File: src/rtl/decoder3to8_seq_pkg.sv
`default_nettype none
// ---- decoder3to8_seq_pkg : shared FSM encoding, counter width, one-hot helper (rev 1.0) ----
package decoder3to8_seq_pkg;

    localparam int CNT_W = 8;

    typedef enum logic [1:0] {
        IDLE  = 2'd0,
        DRIVE = 2'd1,
        GAP   = 2'd2
    } state_t;

    function automatic logic [7:0] onehot3(input logic [2:0] code);
        logic [7:0] one;
        one = 8'd1;
        return one << code;
    endfunction

endpackage
`default_nettype wire

File: src/rtl/decoder3to8_seq_code_fifo.sv
`default_nettype none
// ---- decoder3to8_seq_code_fifo : synchronous code buffer with flush (rev 1.0) ----
module decoder3to8_seq_code_fifo #(
    parameter int DEPTH = 4,
    parameter int WIDTH = 3
) (
    input  logic             clk,
    input  logic             rst_n,
    input  logic             flush,
    input  logic             push,
    input  logic [WIDTH-1:0] din,
    input  logic             pop,
    output logic [WIDTH-1:0] dout,
    output logic             full,
    output logic             empty
);

    localparam int AW = $clog2(DEPTH);

    logic [AW-1:0]    wr_ptr_q;
    logic [AW-1:0]    rd_ptr_q;
    logic [AW:0]      count_q;
    logic [WIDTH-1:0] mem_q [DEPTH];
    logic             push_ok;
    logic             pop_ok;

    assign full    = (count_q == (AW+1)'(DEPTH));
    assign empty   = (count_q == '0);
    // A push is refused when full even if a pop frees a slot this same cycle.
    assign push_ok = push && !full && !flush;
    assign pop_ok  = pop && !empty && !flush;
    assign dout    = mem_q[rd_ptr_q];

    always_ff @(posedge clk) begin
        if (push_ok) begin
            mem_q[wr_ptr_q] <= din;
        end
    end

    always_ff @(posedge clk or negedge rst_n) begin
        if (!rst_n) begin
            wr_ptr_q <= '0;
            rd_ptr_q <= '0;
            count_q  <= '0;
        end else if (flush) begin
            wr_ptr_q <= '0;
            rd_ptr_q <= '0;
            count_q  <= '0;
        end else begin
            if (push_ok) wr_ptr_q <= wr_ptr_q + AW'(1);
            if (pop_ok)  rd_ptr_q <= rd_ptr_q + AW'(1);
            case ({push_ok, pop_ok})
                2'b10:   count_q <= count_q + (AW+1)'(1);
                2'b01:   count_q <= count_q - (AW+1)'(1);
                default: count_q <= count_q;
            endcase
        end
    end

endmodule
`default_nettype wire

File: src/rtl/decoder3to8_seq.sv
`default_nettype none
// ---- decoder3to8_seq : buffers 3-bit codes and replays them as timed one-hot pulses (rev 1.0) ----
module decoder3to8_seq
    import decoder3to8_seq_pkg::*;
#(
    parameter int HOLD_CYCLES = 4,
    parameter int GAP_CYCLES  = 1,
    parameter int FIFO_DEPTH  = 4
) (
    input  logic Clk,
    input  logic Rst_n,
    input  logic In0,
    input  logic In1,
    input  logic In2,
    input  logic InValid,
    output logic InReady,
    input  logic Flush,
    output logic Out0,
    output logic Out1,
    output logic Out2,
    output logic Out3,
    output logic Out4,
    output logic Out5,
    output logic Out6,
    output logic Out7,
    output logic OutValid,
    output logic Busy
);

    localparam logic [CNT_W-1:0] HOLD_LOAD = CNT_W'(HOLD_CYCLES - 1);
    localparam logic [CNT_W-1:0] GAP_LOAD  = CNT_W'(GAP_CYCLES - 1);
    localparam logic [CNT_W-1:0] CNT_ONE   = CNT_W'(1);

    state_t           state_q, state_d;
    logic [CNT_W-1:0] cnt_q, cnt_d;
    logic [7:0]       out_q, out_d;
    logic             ready_en_q;
    logic             fifo_pop;
    logic             fifo_full;
    logic             fifo_empty;
    logic [2:0]       fifo_head;

    // Holds InReady low while in reset and until the first edge after release.
    always_ff @(posedge Clk or negedge Rst_n) begin
        if (!Rst_n) ready_en_q <= 1'b0;
        else        ready_en_q <= 1'b1;
    end

    assign InReady = ready_en_q && !fifo_full;

    decoder3to8_seq_code_fifo #(
        .DEPTH (FIFO_DEPTH),
        .WIDTH (3)
    ) u_code_fifo (
        .clk   (Clk),
        .rst_n (Rst_n),
        .flush (Flush),
        .push  (InValid && InReady),
        .din   ({In2, In1, In0}),
        .pop   (fifo_pop),
        .dout  (fifo_head),
        .full  (fifo_full),
        .empty (fifo_empty)
    );

    always_ff @(posedge Clk or negedge Rst_n) begin
        if (!Rst_n) begin
            state_q <= IDLE;
            cnt_q   <= '0;
            out_q   <= '0;
        end else begin
            state_q <= state_d;
            cnt_q   <= cnt_d;
            out_q   <= out_d;
        end
    end

    always_comb begin
        state_d  = state_q;
        cnt_d    = cnt_q;
        out_d    = out_q;
        fifo_pop = 1'b0;
        if (Flush) begin
            state_d = IDLE;
            cnt_d   = '0;
            out_d   = '0;
        end else begin
            case (state_q)
                IDLE: begin
                    if (!fifo_empty) begin
                        fifo_pop = 1'b1;
                        out_d    = onehot3(fifo_head);
                        cnt_d    = HOLD_LOAD;
                        state_d  = DRIVE;
                    end
                end
                DRIVE: begin
                    if (cnt_q != '0) begin
                        cnt_d = cnt_q - CNT_ONE;
                    end else begin
                        out_d = '0;
                        if (GAP_CYCLES > 0) begin
                            cnt_d   = GAP_LOAD;
                            state_d = GAP;
                        end else if (!fifo_empty) begin
                            // Back-to-back replay without an all-zero cycle.
                            fifo_pop = 1'b1;
                            out_d    = onehot3(fifo_head);
                            cnt_d    = HOLD_LOAD;
                        end else begin
                            state_d = IDLE;
                        end
                    end
                end
                GAP: begin
                    if (cnt_q != '0) begin
                        cnt_d = cnt_q - CNT_ONE;
                    end else if (!fifo_empty) begin
                        fifo_pop = 1'b1;
                        out_d    = onehot3(fifo_head);
                        cnt_d    = HOLD_LOAD;
                        state_d  = DRIVE;
                    end else begin
                        state_d = IDLE;
                    end
                end
                default: begin
                    state_d = IDLE;
                    cnt_d   = '0;
                    out_d   = '0;
                end
            endcase
        end
    end

    assign {Out7, Out6, Out5, Out4, Out3, Out2, Out1, Out0} = out_q;
    assign OutValid = |out_q;
    assign Busy     = (state_q != IDLE) || !fifo_empty;

endmodule
`default_nettype wire

File: config.mk
export PLATFORM = sky130hd
export DESIGN_NAME = decoder3to8_seq
export DESIGN_NICKNAME = d
export VERILOG_FILES = /design/src/rtl/decoder3to8_seq_pkg.sv /design/src/rtl/decoder3to8_seq_code_fifo.sv /design/src/rtl/decoder3to8_seq.sv
export SDC_FILE = /design/constraint.sdc
export NUM_CORES = 1
export LEC_CHECK = 0
export CORE_ASPECT_RATIO = 1.75
export CORE_MARGIN = 1
export CORE_UTILIZATION = 45
export CTS_CLUSTER_DIAMETER = 30
export DETAILED_ROUTE_END_ITERATION = 10
export MAX_ROUTING_LAYER = met4
export PLACE_DENSITY = 0.76
export SETUP_SLACK_MARGIN = 0.2
export SLEW_MARGIN = 40
export SYNTH_ARGS = -nofsm -noshare
export SYNTH_HDL_FRONTEND = slang
export SYNTH_HIERARCHICAL = 1
export SYNTH_SLANG_ARGS = --single-unit
File: constraint.sdc
create_clock -name Clk -period 3.2 [get_ports Clk]
set_input_delay 0.64 -clock Clk [delete_from_list [all_inputs] [get_ports Clk]]
set_output_delay 0.64 -clock Clk [all_outputs]
set_load 0.01 [all_outputs]
==> out/metrics.cfg <==
[outcome]
status = complete, no violations

[setup_path]
critical_path_class = reg -> reg
cp.arrival_ns = 2.97
r2r_cells = 11
start_kind = register
required_ns = 3.37
path_max_fanout = 7
end_kind = register

[power_and_ir_drop]
ir_drop_mv = 0.491
leakage_uw = 0.00108
pwr_density_cell_nw_per_um2 = 663

[cts]
cts_buffer_depth = 2
root_buffer = clkbuf_8
cts_tree = built
holdBufCountCts = 0
htreeDepth = 2
clk_pin_slew_ns = 0.08
clock_sinks = 38
clock_latency_ns = 0.30
cts_buffers = 5

[timing]
finalClockSkew_ns = 0.00669
max_freq_mhz = 357
rsz0062_at_grt = yes
drv_slew = 0
setup_tns_ns = 0
hold_viol = 0
fin_crit_sh = 0.875
setup_violations = 0
worstMarginPinSlew_ns = 0.700
min_period_ns = 2.80
maxSlewHeadroom = 0.530
finalWorstSetupSlack_ns = 0.399

[synthesis]
synth-main-ff-cell = dfrtp_1
synth_mux_area_frac = 0.0401
synth_edf_count = 12
synthSimpleGateAreaFrac = 0.212
syn_inst = 210
synth_area_leader_cell = dfrtp_1
synth_most_common_cell = dfrtp_1
ys_top_cells_by_count = 26 x dfrtp_1, 16 x nor2_1, 15 x a21oi_1
synth-compound-area-share = 0.158
yosys_warnings = 6
synth_cell_types = 57
yosysSeqAreaShare = 0.463
async_reset_ff_frac = 0.684
yosys.area_share.xor_xnor = 0.0281
synth_area_leaders = dfrtp_1 30%, edfxtp_1 16%, a21oi_1 3.4%
yosysTopAreaCellShare = 0.298
netlist_area_um2 = 2180
syn-num-nets = 224
synth-adder-area-share = 0.0435
yosys_register_bits = 38
syn_area_per_cell_um2 = 10.4
synth_top_family_by_area = simple AND/OR/NAND/NOR gates

[drt]
drt_iter0_markers = 46
routedWlPerCell_um = 14.8
drt_wl_total_um = 4140
post_drt_via_cell_ratio = 5.91
vias = 1649
dr.pass1.iters = 5
antenna_left = 0
drc = 0

[grt]
grtUsageMet2 = 0.334
grt_first_pass_wirelength_um = 6810
grt_start_max_net_pins = 27
top_usage_layer = met2
grt_use_total = 0.190
grt_pass1_vias = 1572
grtUsageMet1 = 0.183
antenna_found_initial = 0
overflow = 0
use_met3 = 0.0388

[place]
place_congestion = 0.840
port_buffers = 17
dpl.hpwl_um = 2940
pre_cts_ws_ns = 0.367

[die]
fp.coreArea_um2 = 4670
pin_count = 18
num_rows = 33
start_util = 0.468
die_w_um = 54.7
die_h_um = 94.2
die_area_um2 = 5150

[layout]
fin_nets = 240
area_delta_synth_final_pct = 15.6
diodes = 0
final_layout_size_suffix_gt1_frac = 0.106

[worst_hold_path]
hold_class = reg -> reg
hold_path_depth = 2

[flow_run]
drv_cap = 0

[what timing repair did]
| item | 4_1_cts | 5_1_grt |
|---|---|---|
| resized for setup | 0 | 1 |
| buffers inserted | 0 | 1 |
| endpoints found under the setup margin | 0 | 2 |
[layer usage]
layer	share of wire	vias to the layer above
li1	-	796
met1	0.37	805
met2	0.57	37
met3	0.032	11
met4	0.025	0
met5	0	-
[cell type report]
class	count	area [µm²]
clock inverter	3	68.8
inverter	9	33.8
fill	399	2140
sequential	38	1010
timing repair buffer	22	208
clock buffer	5	68.8
multi-input combinational	150	1070
tap	52	65.1
[final timing paths]
kind                       startpoint                endpoint  slack (ns)
max                          cnt_q[0]  u_code_fifo/count_q[1]        0.40
min                          out_q[3]                out_q[3]        0.56
max reg2reg                  cnt_q[0]  u_code_fifo/count_q[1]        0.40
min reg2reg                  out_q[3]                out_q[3]        0.56
max in group asynchronous       Rst_n  u_code_fifo/count_q[1]        2.22
min in group asynchronous       Rst_n                cnt_q[5]        0.72
[placed cells by master (no fill, tap or decap), types with 2 or more instances in the layout]
cell             count
dfrtp_1             26
clkdlybuf4s50_1     17
nor2_1              16
a21oi_1             15
o21ai_0             12
edfxtp_1            12
nand2_1             10
inv_1                8
nand2b_1             8
ha_1                 6
and2_1               5
clkbuf_8             5
buf_4                5
nor4_1               4
or4_1                4
xor2_1               4
a21o_1               4
nand4b_1             4
nor2b_1              3
xnor2_1              3
and3_1               3
nor3_1               3
nand3_1              3
mux4_2               3
o21a_1               3
nor3_4               2
a211oi_1             2
nor3b_1              2
a211o_1              2
or3_1                2
mux2i_1              2
o21ai_1              2
bufinv_16            2
[state kept, by name, summed over array words and instances, names as in the netlist]
signal	cells
state_q	2
u_code_fifo/wr_ptr_q	2
ready_en_q	1
cnt_q	8
out_q	8
u_code_fifo/mem_q	12
u_code_fifo/rd_ptr_q	2
u_code_fifo/count_q	3
[where the power goes]
part	total [µW]	internal (µW)	switching (µW)
sequential	617	542	74.2
clock	492	312	180
combinational	566	257	309
total	1670	1110	563
[per-stage QoR]
stage / hold WS, ns / power (µW) / cell area [µm²] / utilization / instances
5_1_grt: 0.591 / 1780 / 2520 / 0.541 / 279
3_5_place_dp: 0.555 / 1160 / 2370 / 0.509 / 270
6_report: 0.562 / 1670 / 2520 / 0.541 / 279
4_1_cts: 0.564 / 1650 / 2510 / 0.538 / 278
2_1_floorplan: 0.344 / 1010 / 2180 / - / 210
3_3_place_gp: 0.548 / 1160 / 2370 / 0.509 / 270
[critical path, stage by stage (launching register included)]
cell and delay, ns:
dfrtp_1 0.43, inv_1 0.11, ha_1 0.20, nor4b_4 0.22, nand2_1 0.12, a2111oi_2 0.43
nand2b_1 0.14, nor3_1 0.23, fa_1 0.47, o311a_1 0.13, a21oi_1 0.13, nor3_1 0.06
[cells by family (layout without fill, tap and decap cells)]
group | Yosys count | after routing
buf+inv | 22 | 39
compound gates | 54 | 54
simple gates | 76 | 76
mux | 5 | 5
flops | 38 | 38
xor+xnor | 7 | 7
fa+ha+maj | 7 | 7
other cells | 1 | 1
No activity file was read; power rests on OpenSTA's default activity.
